## config.mk

```make
export PLATFORM = sky130hd
export DESIGN_NAME = sdram_arbiter
export DESIGN_NICKNAME = d
export VERILOG_FILES = /design/src/rtl/sdram_arb_pkg.sv /design/src/rtl/rr_pick.sv /design/src/rtl/sdram_arbiter.sv
export SDC_FILE = /design/constraint.sdc
export NUM_CORES = 1
export LEC_CHECK = 0
export BUFFER_PORTS_ARGS = -buffer_cell sky130_fd_sc_hd__buf_2
export CAP_MARGIN = 30
export CORE_MARGIN = 5
export CORE_UTILIZATION = 47
export CTS_BUF_LIST = sky130_fd_sc_hd__clkbuf_8
export DETAILED_ROUTE_END_ITERATION = 8
export MAX_ROUTING_LAYER = met4
export PLACE_DENSITY = 0.91
export REMOVE_ABC_BUFFERS = 1
export SYNTH_ARGS = -nofsm -noshare
export SYNTH_HDL_FRONTEND = slang
export SYNTH_HIERARCHICAL = 1
export SYNTH_SLANG_ARGS = --single-unit
```

## constraint.sdc

```tcl
create_clock -name clk -period 2.2 [get_ports clk]
set_clock_uncertainty 0.05 [all_clocks]
set_input_delay 0.22 -clock clk [delete_from_list [all_inputs] [get_ports clk]]
set_output_delay 0.22 -clock clk [all_outputs]
set_load 0.05 [all_outputs]
```

## src/rtl/sdram_arb_pkg.sv

```systemverilog
// rtl/sdram_arb_pkg.sv - shared types and defaults for the SDRAM command-port arbiter
package sdram_arb_pkg;

    localparam int ADDR_W_DEF = 24;
    localparam int DATA_W_DEF = 32;
    localparam int NREQ_MAX   = 4;

    typedef enum logic [1:0] {
        IDLE      = 2'd0,
        ISSUE     = 2'd1,
        WAIT_DONE = 2'd2,
        ACK       = 2'd3
    } arb_state_t;

endpackage

```

## src/rtl/rr_pick.sv

```systemverilog
// rtl/rr_pick.sv - combinational round-robin picker starting the search at ptr
module rr_pick #(
    parameter int NREQ  = 2,
    parameter int PTR_W = 2
) (
    input  logic [NREQ-1:0]  req,
    input  logic [PTR_W-1:0] ptr,
    output logic [NREQ-1:0]  grant,
    output logic [PTR_W-1:0] idx,
    output logic             any
);

    always_comb begin
        grant = '0;
        idx   = '0;
        any   = 1'b0;
        for (int i = 0; i < NREQ; i++) begin
            if (!any && req[(int'(ptr) + i) % NREQ]) begin
                any = 1'b1;
                grant[(int'(ptr) + i) % NREQ] = 1'b1;
                idx = PTR_W'((int'(ptr) + i) % NREQ);
            end
        end
    end

endmodule

```

## src/rtl/sdram_arbiter.sv

```systemverilog
// rtl/sdram_arbiter.sv - round-robin sharing of the single SDRAM controller command port
module sdram_arbiter
    import sdram_arb_pkg::*;
#(
    parameter int NREQ    = 2,
    parameter int ADDR_W  = ADDR_W_DEF,
    parameter int DATA_W  = DATA_W_DEF,
    parameter int TIMEOUT = 255
) (
    input  logic                     clk,
    input  logic                     rst_n,
    input  logic [NREQ-1:0]          req_valid,
    input  logic [NREQ-1:0]          req_write,
    input  logic [NREQ*ADDR_W-1:0]   req_addr,
    input  logic [NREQ*DATA_W-1:0]   req_wdata,
    output logic [NREQ-1:0]          req_ack,
    output logic [DATA_W-1:0]        req_rdata,
    output logic                     mem_enable,
    output logic                     mem_write,
    output logic [ADDR_W-1:0]        mem_addr,
    output logic [DATA_W-1:0]        mem_wdata,
    input  logic [DATA_W-1:0]        mem_rdata,
    input  logic                     mem_ready,
    output logic                     busy,
    output logic                     err
);

    localparam int CNT_W = $clog2(TIMEOUT + 1);
    localparam int PTR_W = $clog2(NREQ_MAX);

    arb_state_t        state_q, state_d;
    logic [PTR_W-1:0]  ptr_q, ptr_d;
    logic [NREQ-1:0]   gnt_q, gnt_d;
    logic [CNT_W-1:0]  cnt_q, cnt_d;

    logic              mem_enable_d, mem_write_d, busy_d, err_d;
    logic [ADDR_W-1:0] mem_addr_d;
    logic [DATA_W-1:0] mem_wdata_d, req_rdata_d;
    logic [NREQ-1:0]   req_ack_d;

    logic [NREQ-1:0]   pick_grant;
    logic [PTR_W-1:0]  pick_idx;
    logic              pick_any;

    rr_pick #(.NREQ(NREQ), .PTR_W(PTR_W)) u_pick (
        .req   (req_valid),
        .ptr   (ptr_q),
        .grant (pick_grant),
        .idx   (pick_idx),
        .any   (pick_any)
    );

    always_ff @(posedge clk or negedge rst_n) begin
        if (!rst_n) begin
            state_q <= IDLE;
        end else begin
            state_q <= state_d;
        end
    end

    always_comb begin
        state_d = state_q;
        case (state_q)
            IDLE:      if (mem_ready && pick_any) state_d = ISSUE;
            ISSUE: begin
                if (!mem_ready) begin
                    state_d = WAIT_DONE;
                end else if (cnt_q == CNT_W'(TIMEOUT - 1)) begin
                    state_d = ACK;
                end
            end
            WAIT_DONE: if (mem_ready) state_d = ACK;
            ACK:       state_d = IDLE;
            default:   state_d = IDLE;
        endcase
    end

    // Next values of every registered output; the register block below only samples them.
    always_comb begin
        ptr_d        = ptr_q;
        gnt_d        = gnt_q;
        cnt_d        = cnt_q;
        mem_enable_d = mem_enable;
        mem_write_d  = mem_write;
        mem_addr_d   = mem_addr;
        mem_wdata_d  = mem_wdata;
        req_rdata_d  = req_rdata;
        err_d        = err;
        case (state_q)
            IDLE: begin
                if (mem_ready && pick_any) begin
                    for (int i = 0; i < NREQ; i++) begin
                        if (pick_grant[i]) begin
                            mem_addr_d  = req_addr[i*ADDR_W +: ADDR_W];
                            mem_wdata_d = req_wdata[i*DATA_W +: DATA_W];
                            mem_write_d = req_write[i];
                        end
                    end
                    mem_enable_d = 1'b1;
                    gnt_d        = pick_grant;
                    ptr_d        = (pick_idx == PTR_W'(NREQ - 1)) ? '0 : pick_idx + 1'b1;
                    cnt_d        = '0;
                end
            end
            ISSUE: begin
                if (!mem_ready) begin
                    mem_enable_d = 1'b0;
                end else if (cnt_q == CNT_W'(TIMEOUT - 1)) begin
                    mem_enable_d = 1'b0;
                    err_d        = 1'b1;
                    cnt_d        = CNT_W'(TIMEOUT);
                end else begin
                    cnt_d = cnt_q + 1'b1;
                end
            end
            WAIT_DONE: begin
                if (mem_ready && !mem_write) req_rdata_d = mem_rdata;
            end
            default: ;
        endcase
        req_ack_d = (state_d == ACK) ? gnt_q : '0;
        busy_d    = (state_d != IDLE);
    end

    always_ff @(posedge clk or negedge rst_n) begin
        if (!rst_n) begin
            ptr_q      <= '0;
            gnt_q      <= '0;
            cnt_q      <= '0;
            mem_enable <= 1'b0;
            mem_write  <= 1'b0;
            mem_addr   <= '0;
            mem_wdata  <= '0;
            req_rdata  <= '0;
            req_ack    <= '0;
            busy       <= 1'b0;
            err        <= 1'b0;
        end else begin
            ptr_q      <= ptr_d;
            gnt_q      <= gnt_d;
            cnt_q      <= cnt_d;
            mem_enable <= mem_enable_d;
            mem_write  <= mem_write_d;
            mem_addr   <= mem_addr_d;
            mem_wdata  <= mem_wdata_d;
            req_rdata  <= req_rdata_d;
            req_ack    <= req_ack_d;
            busy       <= busy_d;
            err        <= err_d;
        end
    end

endmodule

```

==> impl_metrics.env <==
export IMPL_path_cells="nand4bb_1 -> nor2_8 -> buf_12 -> nor2_1 -> a21oi_1"
export IMPL_p_comb_frac=0.545
export IMPL_hold_buffers=5
export IMPL_r2r_start="state_q[0]$_DFF_PN0_"
export IMPL_synth_area_sq_um=4810
export IMPL_via_per_inst=5.08
export IMPL_timing_slew_headroom=0.711
export IMPL_fin_nets=808
export IMPL_leakagePower_nw=3.11
export IMPL_fp_coreArea_sq_um=10100
export IMPL_grt_usage=0.206
export IMPL_io_buffers=244
export IMPL_p_clk_frac=0.118
export IMPL_fp_dieW_um=111
export IMPL_hold_path_cell_count=2
export IMPL_grt_overflow=0
export IMPL_setup_viol=0
export IMPL_insertion_delay_ns=0.37
export IMPL_cts_tree="yes"
export IMPL_tns_ns=0
export IMPL_fp_dieH_um=111
export IMPL_fin_crit_ns=1.83
export IMPL_hold_class="in -> reg"
export IMPL_finalHoldViolations=0
export IMPL_wl_per_cell_um=15.6
export IMPL_drcViolationCount=0
export IMPL_p_sw_frac=0.531
export IMPL_rows=37
export IMPL_synth_area_per_cell_sq_um=11.7
export IMPL_io_pins=245
export IMPL_clock_sinks=107
export IMPL_drive_above_1_share=0.471
export IMPL_timing_rr_end="mem_wdata[0]$_DFFE_PN0P_"
export IMPL_initial_core_util=0.474
export IMPL_antenna_found_initial=0
export IMPL_hold_end="req_rdata[2]$_DFFE_PN0P_"
export IMPL_power_mw=9.84
export IMPL_power_switching_mw=5.22
export IMPL_maxCapViolCount=0
export IMPL_synth_warnings=6
export IMPL_grt_pass1_vias=4254
export IMPL_start_kind="flop"
export IMPL_tightest_slew_ns=0.434
export IMPL_antenna_left=0
export IMPL_area_delta_synth_final_pct=33.0
export IMPL_cts_buffers=9
export IMPL_drtPass1Iterations=4
export IMPL_critPathRequiredTime_ns=2.44
export IMPL_reg2reg_depth=5
export IMPL_htreeDepth=3
export IMPL_r2r_setup_slack_ns=0.37
export IMPL_end_kind="flop"
export IMPL_cts_resized_gates=0
export IMPL_cts_max_path_buffers=2
export IMPL_min_period_over_period=0.833
export IMPL_grt_max_degree=68
export IMPL_wirelength_um=12400
export IMPL_slowest_stage="dfrtp_1"
export IMPL_critPathKind="reg -> reg"
export IMPL_hold_start="mem_rdata[2]"
export IMPL_power_density_nw_per_um2=1540
export IMPL_antenna_cells=0
export IMPL_cts_root_buf="clkbuf_8"
export IMPL_crit_fanout=67
export IMPL_worstPathArrival_ns=2.07
export IMPL_grt_pass1_wl_um=20400
export IMPL_status="completed"
export IMPL_power_internal_mw=4.62
export IMPL_dp_cells=771
export IMPL_instances_no_fill=796
export IMPL_drt_first_iter_violations=260
export IMPL_slew_viol_final=0
export IMPL_rsz0062_at_grt="no"
export IMPL_cp_slowest_stage_delay_ns=0.49
export IMPL_clk_pin_slew_worst_paths_ns=0.11
export IMPL_gp_congestion=0.823
export IMPL_die_area_sq_um=12300
export IMPL_max_freq_ghz=0.546
export IMPL_holdWs_ns=0.0200
export IMPL_p_seq_frac=0.337
export IMPL_num_vias=4046
export IMPL_cts_setup_buffers=0
export IMPL_dp_hpwl_um=9690
export IMPL_synth_cells=410
export IMPL_vdd_ir_drop_max_uv=874
[cell type report]
cell class,instances,area (sq um)
clock inverter,7,66.3
multi-input combinational,273,1920
sequential,107,2680
clock buffer,9,124
timing repair buffer,260,1420
inverter,4,15.0
fill,758,3750
tap,136,170
[power by group through the flow]
stage               registers [mW]  logic, mW  clock network (mW)
global route                  3.43       5.65                1.30
floorplan                     6.16       1.24                   0
global placement              3.28       5.27                   0
CTS                           3.31       5.40                1.20
finish                        3.31       5.36                1.16
detailed placement            3.35       5.40                   0
[cell usage in the layout, fill, tap and decap left out, types with 2 or more instances in the layout]
master,count
clkinvlp_4,2
buf_4,4
nor2_2,3
nor2_1,60
mux2_2,32
o21a_1,2
a21oi_2,3
buf_2,243
nand3_1,4
buf_12,4
o21ai_0,10
nand2b_1,2
nand4_1,2
inv_6,2
nand2_1,9
dfrtp_1,107
a31oi_1,3
clkbuf_8,9
a21boi_0,2
inv_1,4
o311ai_0,2
dlygate4sd3_1,9
a21oi_1,58
o211ai_1,3
mux2i_1,57
inv_8,3
ha_1,2
[per-stage QoR]
stage          setup slack, ns  utilization  area (sq um)
2_1_floorplan            -6.65            -          4600
3_3_place_gp             0.474        0.603          6110
3_5_place_dp             0.386        0.603          6110
4_1_cts                  0.373        0.626          6350
5_1_grt                  0.216        0.630          6390
6_report                 0.367        0.630          6390
[sequential cells by signal (all words and copies together) (netlist names), 2 cells and up]
| signal | flops |
|---|---|
| gnt_q | 2 |
| cnt_q | 8 |
| mem_addr | 24 |
| req_rdata | 32 |
| state_q | 2 |
| req_ack | 2 |
| mem_wdata | 32 |
[worst max-delay path by stage]
stage / from / to / slack (ns)
2_1_floorplan: ptr_q[0]$_DFFE_PN0P_ / mem_addr[10]$_DFFE_PN0P_ / -6.65
6_report: state_q[0]$_DFF_PN0_ / mem_wdata[0]$_DFFE_PN0P_ / 0.37
3_5_place_dp: state_q[1]$_DFF_PN0_ / mem_wdata[1]$_DFFE_PN0P_ / 0.39
3_3_place_gp: state_q[1]$_DFF_PN0_ / mem_wdata[24]$_DFFE_PN0P_ / 0.47
5_1_grt: state_q[1]$_DFF_PN0_ / mem_wdata[1]$_DFFE_PN0P_ / 0.22
4_1_cts: state_q[0]$_DFF_PN0_ / mem_wdata[0]$_DFFE_PN0P_ / 0.37
[critical path, delay by kind of cell (launching register included)]
kind	cells	cell delay [ns]
flip-flops	1	0.49
AO/OA/AOI/OAI	1	0.14
buffers and inverters	1	0.26
AND/OR/NAND/NOR	3	0.76
[routing by layer]
| layer | track usage | part of all wire | vias up |
|---|---|---|---|
| met2 | 0.360 | 0.52 | 189 |
| met1 | 0.219 | 0.37 | 1894 |
| met4 | 0.0965 | 0.031 | 0 |
| li1 | - | - | 1925 |
| met3 | 0.0529 | 0.080 | 38 |
| met5 | - | 0 | - |
(Power assumes the default switching activity.)
